**config.mk**
```make
export PLATFORM = sky130hd
export DESIGN_NAME = key_debounce
export DESIGN_NICKNAME = d
export VERILOG_FILES = /design/src/rtl/key_pkg.sv /design/src/rtl/key_debounce_ch.sv /design/src/rtl/key_debounce.sv
export SDC_FILE = /design/constraint.sdc
export NUM_CORES = 1
export LEC_CHECK = 0
export ABC_AREA = 1
export BUFFER_PORTS_ARGS = -buffer_cell sky130_fd_sc_hd__buf_2
export CAP_MARGIN = 25
export CORE_MARGIN = 10
export CORE_UTILIZATION = 57
export CTS_BUF_LIST = sky130_fd_sc_hd__clkbuf_4 sky130_fd_sc_hd__clkbuf_8
export CTS_CLUSTER_DIAMETER = 80
export DETAILED_ROUTE_END_ITERATION = 6
export PLACE_DENSITY_LB_ADDON = 0.2
export SYNTH_ARGS = -nofsm -noshare
export SYNTH_HDL_FRONTEND = slang
export SYNTH_SLANG_ARGS = --single-unit
```
**constraint.sdc**
```tcl
create_clock -name Sys_CLK -period 1.22 [get_ports Sys_CLK]
set_input_delay 0.366 -clock Sys_CLK [delete_from_list [all_inputs] [get_ports Sys_CLK]]
set_output_delay 0.366 -clock Sys_CLK [all_outputs]
set_load 0.02 [all_outputs]
```
**src/rtl/key_pkg.sv**
```systemverilog
// Shared constants and types for the push-button input stage.
// Defaults target a 50 MHz system clock with 1 ms debounce.
package key_pkg;

  localparam int unsigned CLK_HZ      = 50_000_000;
  localparam int unsigned DEBOUNCE_MS = 1;

  localparam int unsigned DEBOUNCE_CYCLES_DEF =
    CLK_HZ / 1000 * DEBOUNCE_MS;

  localparam int unsigned LONG_CYCLES_DEF = CLK_HZ;

  typedef struct packed {
    logic level;
    logic press;
    logic rls;
  } key_ev_t;

endpackage

```
**src/rtl/key_debounce_ch.sv**
```systemverilog
// One key channel: 2-flop synchroniser, stable-time debounce, strobes.
// Optional long-press hold counter under KEY_LONGPRESS_EN.
module key_debounce_ch
  import key_pkg::*;
#(
  parameter int unsigned DEBOUNCE_CYCLES = DEBOUNCE_CYCLES_DEF
`ifdef KEY_LONGPRESS_EN
  , parameter int unsigned LONG_CYCLES = LONG_CYCLES_DEF
`endif
) (
  input  logic    clk,
  input  logic    rst,
  input  logic    key,
  output key_ev_t ev
`ifdef KEY_LONGPRESS_EN
  , output logic  long_p
`endif
);

  localparam int unsigned CW = $clog2(DEBOUNCE_CYCLES);
  localparam logic [CW-1:0] CNT_TOP = CW'(DEBOUNCE_CYCLES - 1);

  logic          ks1;
  logic          ks2;
  logic          st;
  logic [CW-1:0] cnt;

  always_ff @(posedge clk) begin
    if (rst) begin
      ks1 <= 1'b0;
      ks2 <= 1'b0;
    end else begin
      ks1 <= key;
      ks2 <= ks1;
    end
  end

  // Any sample equal to st restarts the count.
  always_ff @(posedge clk) begin
    if (rst) begin
      cnt <= '0;
      st  <= 1'b0;
    end else if (ks2 == st) begin
      cnt <= '0;
    end else if (cnt == CNT_TOP) begin
      st  <= ks2;
      cnt <= '0;
    end else begin
      cnt <= cnt + CW'(1);
    end
  end

  always_ff @(posedge clk) begin
    if (rst) begin
      ev <= '0;
    end else begin
      ev.level <= st;
      ev.press <= st & ~ev.level;
      ev.rls   <= ~st & ev.level;
    end
  end

`ifdef KEY_LONGPRESS_EN
  localparam int unsigned LW = $clog2(LONG_CYCLES + 1);
  localparam logic [LW-1:0] HOLD_TOP = LW'(LONG_CYCLES);

  logic [LW-1:0] hold;
  logic          hit;
  logic          hit_q;

  assign hit = (hold == HOLD_TOP);

  // hold parks at HOLD_TOP, so one strobe per press.
  always_ff @(posedge clk) begin
    if (rst) begin
      hold   <= '0;
      hit_q  <= 1'b0;
      long_p <= 1'b0;
    end else begin
      hit_q  <= hit;
      long_p <= hit & ~hit_q;
      if (!st) begin
        hold <= '0;
      end else if (!hit) begin
        hold <= hold + LW'(1);
      end
    end
  end
`endif

endmodule

```
**src/rtl/key_debounce.sv**
```systemverilog
// Debounced push-button bus: one key_debounce_ch per key.
// Build option: KEY_LONGPRESS_EN adds the key_long strobe output.
module key_debounce
  import key_pkg::*;
#(
  parameter int unsigned N_KEYS          = 2,
  parameter int unsigned DEBOUNCE_CYCLES = DEBOUNCE_CYCLES_DEF,
  parameter int unsigned LONG_CYCLES     = LONG_CYCLES_DEF
) (
  input  logic              Sys_CLK,
  input  logic              Sys_RST,
  input  logic [N_KEYS-1:0] Key,
  output logic [N_KEYS-1:0] key_level,
  output logic [N_KEYS-1:0] key_press,
  output logic [N_KEYS-1:0] key_release
`ifdef KEY_LONGPRESS_EN
  , output logic [N_KEYS-1:0] key_long
`endif
);

  if (DEBOUNCE_CYCLES < 2 || LONG_CYCLES < 1) begin : g_cfg_err
    $error("key_debounce: DEBOUNCE_CYCLES < 2 or LONG_CYCLES < 1");
  end

  for (genvar i = 0; i < N_KEYS; i++) begin : g_ch
    key_ev_t ev;

    key_debounce_ch #(
      .DEBOUNCE_CYCLES (DEBOUNCE_CYCLES)
`ifdef KEY_LONGPRESS_EN
      , .LONG_CYCLES   (LONG_CYCLES)
`endif
    ) u_ch (
      .clk    (Sys_CLK),
      .rst    (Sys_RST),
      .key    (Key[i]),
      .ev     (ev)
`ifdef KEY_LONGPRESS_EN
      , .long_p (key_long[i])
`endif
    );

    assign key_level[i]   = ev.level;
    assign key_press[i]   = ev.press;
    assign key_release[i] = ev.rls;
  end

endmodule

```
Word-level counts from Yosys, hierarchy flattened. Index checks and enable logic that the tools add are counted.

Word-level logic and storage cells: 34. Register bits after elaboration: 44.

Bitwise gates (word level): 10. Add/sub/neg operators: 2. Eq/ne operators: 4. Reductions and logical operators: 4.

Operators with widths (count): $add 16x1->16 const B (2); $eq 16x16->1 const B (2); $not 1->1 (6); $reduce_or 3->1 (2); $and 1x1->1 (4); $reduce_and 2->1 (2); $eq 1x1->1 (2).

Depth between registers and ports, before layout.
Depth after elaboration: 3. Depth in mapped cells: 8.

Modules after synthesis. A second synthesis with hierarchy kept.

Cells, all modules: 282. Area total of the unflattened synthesis: 2074.5 µm².

By module, submodules not included: key_debounce_ch (sequential area each 440.4 µm², instances 2, area an instance 1037.2 µm², cells each 141).

Worst setup path after synthesis. No wires, ideal clock.

Path type: flip-flop to flip-flop. From: reg g_ch[1].u_ch.cnt[0]. To: reg g_ch[1].u_ch.cnt[8]. Arrival: 1192 ps. Cell stages (with the launch flop): 8. Period minus slack after synthesis: 1306 ps. Path buffers: 1. Slack: -86 ps. Cell sequence: dfxtp_1 -> ha_1 -> nand3_1 -> nor2_2 -> nand2_2 -> nand2_4 -> buf_12 -> nor2_1.

Longest elaborated chain between the ends: 2. Elaborated cells between the ends (all ways): 3.

Ends and longest elaborated chain: from (decl) (RTL line key_debounce_ch.sv:26) `logic [CW-1:0] cnt;`; from (signal assigned) (RTL line key_debounce_ch.sv:49) `cnt <= cnt + CW'(1);`; branches (longest 2 deep; another with $add 16x1->16).

Parallel ways; which one is timed is not known. A chain may end at the register's enable or synchronous reset.

Final worst setup path.
From: reg g_ch[0].u_ch.cnt[1]. To: reg g_ch[0].u_ch.cnt[12].

Longest elaborated chain between the ends: 2. Elaborated cells between the ends (all ways): 3.

Ends and longest elaborated chain (RTL line): from (decl) (key_debounce_ch.sv:26); from (signal assigned) (key_debounce_ch.sv:49); branches (longest 2 deep; another with $add 16x1->16).

Parallel ways; which one is timed is not known.

==> results by group <==
Detailed routing
  – DR iter-0 viols: 116
  – Final WL: 5380 um
  – Vias per cell: 5.28
  – Drt wl/cell: 14.5 um
  – DR pass1 iterations: 5
  – DRC errors left: 0
  – Via count: 1960
  – Number of routed nets with antenna violations: 0

STA
  – Slew @ Worst Pin: 0.281 ns
  – Min cycle time layout: around 1.3 ns
  – F_max: 783 MHz
  – Worst Setup Slack, final: -0.0567 ns
  – Setup violators final: 10
  – Skew final: 0.0211 ns
  – Hold slack: 0.167 ns
  – Period utilization: 105%
  – Slew Limit Fails: 0
  – RSZ-0062 raised after global routing: yes
  – Final Hold Fails: 0
  – Slew HR: 81.1%

Floorplan
  – Die X: roughly 80 um
  – Die Y: 80.0 um
  – Full die area: 0.00640 sq mm
  – Core area: 0.00342 sq mm
  – Starting density of the core: 60.1%
  – Std-Cell Rows: 21
  – Top-Level Pins: 10

Cells and area
  – Area grow syn2layout: 34.2%
  – Fill cells: 209
  – Post-route cell area: 0.00276 sq mm
  – Fin nets: 330
  – N_diodes: 0
  – Share of layout cells above drive strength 1: 41.2%
  – Final cell count without fillers: 371

Worst setup path
  – R2R Path End: g_ch[0].u_ch.cnt[12]$_SDFF_PP0_
  – Path depth of the worst reg2reg path: 7
  – Arr. time, crit path: 1.58 ns
  – CP cell instances: ha_4 > nand3_4 > nor2_4 > nand2_2 > o21bai_1 > nand2_1 > nor2_1
  – Critical path's largest stage delay: 0.38 ns
  – RR Startpoint: g_ch[0].u_ch.cnt[1]$_SDFF_PP0_
  – Crit path required time: 1.53 ns
  – Worst Setup End Kind: register
  – Max FO, Critical Path: 6
  – Worst Path Buf+Inv: 0
  – CP Class: register to register
  – CP top delay family: simple AND/OR/NAND/NOR gates
  – Reg-to-reg slack, setup: -0.06 ns
  – Startpoint Class: register
  – CP max-delay cell: dfxtp_2

Global routing
  – Total gr overflow: 0
  – First-pass GRT wire length: 7730 um
  – Vias in the first global route: between 1500 and 2000
  – Pin count of the biggest net entering global routing: 16
  – Initial antenna violation count: 0
  – Total GRT Usage: 14.8%

Logic synthesis
  – Sequential cell area fraction in the yosys report: a little over two fifths
  – Mean area per synthesized cell: 7.47 sq um
  – Most frequent cell after synthesis: nor2_1
  – Ys async rst share: 0%
  – Mapped Area: 0.00205 sq mm
  – Synth top area share: 42.9%
  – Synth Net Count: 281
  – Post-synth top cells: nor2_1, nand2_1, dfxtp_1, inv_1, nand3_1
  – Largest cells by area after synthesis: dfxtp_1, nor2_1, nand2_1, inv_1, nand3_1
  – Number of flops mapped to enable cells by yosys: 0
  – Flops & latches, synth: 44
  – Mapped Cells: 275
  – Top_reg_cell synth: dfxtp_1
  – Yosys warns: 0
  – Synth area leader: dfxtp_1
  – Yosys cell types: 25

Power
  – Pwr Total: 2.48 mW
  – Power Internal: roughly 1.9 mW
  – Net Sw Frac: 23.4%
  – Leakage: roughly 0.94 nW
  – Flop pwr share: about 58%
  – Clk network pwr share: 39.3%
  – Peak supply drop: between 0.7 and 0.8 mV
  – PD cells: 899 mW/mm^2
  – Net switching power: slightly below 0.6 mW
  – Logic pwr share: 2.5%

Worst hold path
  – Hold_sp: Key[0]
  – WHS Endpoint: g_ch[0].u_ch.ks1$_SDFF_PP0_
  – Hold crit path type: input port to register
  – Hold path cells: 3

CTS
  – Skew-Pair Late Insertion Delay: 0.39 ns
  – H-tree level count: 2
  – CTS Root Cell: clkbuf_4
  – Clock Path Buffers: 2
  – CTS tree: built
  – TritonCTS Buffers: 5
  – Clock sink total: 44
  – Clock Pin Slew Worst Setup and Hold Paths: 0.14 ns
  – Post-cts hold buffer count: 0

Place
  – DP Area: roughly 0.0023 sq mm
  – GP Congestion: 0.822
  – Dpl hpwl: 2960 um
  – Inst Count DP: roughly 350
  – Port-buffer cells: 9

Status
  – Status: finished, violations left
  – Failing checks: setup timing

Job
  – Max-cap violations: 0
==> placed cells by master (no fill, tap or decap), drive strengths merged <==
cell type | Yosys | routed
bufinv | 0 | 1
dfxtp | 44 | 44
inv | 32 | 33
o21ai | 5 | 5
nand3 | 21 | 21
buf | 3 | 43
a21oi | 17 | 17
clkinvlp | 0 | 1
nor3 | 2 | 2
nor2 | 67 | 67
xor2 | 6 | 6
ha | 2 | 2
or2 | 2 | 2
clkbuf | 0 | 5
xnor2 | 6 | 6
o21bai | 2 | 2
nand2 | 58 | 60
nand4 | 8 | 8
==> layer usage <==
metal	global-route usage, %	routed length, um	vias to the layer above	part of all wire [%]
li1	-	-	969	-
met1	17.8	2170	917	40
met2	24.1	2780	53	52
met3	4.28	250	21	4.7
met4	6.16	174	0	3.2
met5	0	0	-	0
==> power by group through the flow <==
stage	Clock, mW	Sequential, mW	Combinational, mW
global placement	0	1.48	0.0447
floorplan	0	1.48	0.0387
detailed placement	0	1.48	0.0459
finish	0.973	1.44	0.0627
CTS	0.971	1.45	0.0527
global route	1.04	1.44	0.0699
==> worst min-delay path: stages <==
cell	delay, ns
buf_2	0.09
inv_1	0.04
nor2_1	0.03
==> sequential cells by signal, summed over array words and instances (netlist names) <==
register       count
g_ch.u_ch.ev       6
g_ch.u_ch.ks2      2
g_ch.u_ch.cnt     32
g_ch.u_ch.ks1      2
g_ch.u_ch.st       2
==> worst max path at each step <==
| stage | from | end | depth (start not counted) |
|---|---|---|---|
| 2_1_floorplan | g_ch[1].u_ch.cnt[0]$_SDFF_PP0_ | g_ch[1].u_ch.cnt[8]$_SDFF_PP0_ | 7 |
| 3_3_place_gp | g_ch[1].u_ch.cnt[0]$_SDFF_PP0_ | g_ch[1].u_ch.cnt[8]$_SDFF_PP0_ | 6 |
| 3_5_place_dp | g_ch[1].u_ch.cnt[0]$_SDFF_PP0_ | g_ch[1].u_ch.cnt[15]$_SDFF_PP0_ | 6 |
| 4_1_cts | g_ch[1].u_ch.ev[2]$_SDFF_PP0_ | key_level[1] | 1 |
| 5_1_grt | g_ch[0].u_ch.cnt[0]$_SDFF_PP0_ | g_ch[0].u_ch.cnt[12]$_SDFF_PP0_ | 7 |
| 6_report | g_ch[0].u_ch.cnt[1]$_SDFF_PP0_ | g_ch[0].u_ch.cnt[12]$_SDFF_PP0_ | 7 |
==> stage by stage <==
step                      util [%]  setup slack, ns  setup TNS (ns)
final                         80.7          -0.0567          -0.155
after global routing          80.7           -0.153           -1.79
after CTS                     73.2          -0.0103         -0.0103
after detailed placement      67.4          -0.0356          -0.278
after global placement        67.4          0.00194               0
after floorplan                  -          0.00156               0
==> cell families (layout without fill, tap and decap cells) <==
kind of cell    count (synthesis)  after routing  synth area share (%)
fa+ha+maj                       2              2                  1.22
buf+inv                        35             83                  8.04
flops                          44             44                  42.9
compound gates                 24             24                  6.82
simple gates                  158            160                  35.9
xor+xnor                       12             12                  5.12
==> final cells by class <==
type / count / area [sq um] / share of cell area, %
Clock buffer: 5 / 37.5 / 1.36
Multi-Input combinational cell: 198 / 1220 / 44.3
Tap cell: 46 / 57.6 / 2.09
Inverter: 32 / 123 / 4.45
Timing Repair Buffer: 43 / 354 / 12.8
Clock inverter: 3 / 46.3 / 1.68
Sequential cell: 44 / 916 / 33.2
==> what timing repair did <==
| action | 4_1_cts | 5_1_grt |
|---|---|---|
| setup buffers | 3 | 10 |
| hold endpoints to repair | 0 | 0 |
| setup endpoints to repair | 37 | 40 |
| pin swaps | 4 | 12 |
| gates resized for setup | 22 | 54 |
| cloned | 2 | 0 |
(Power assumes the default switching activity.)
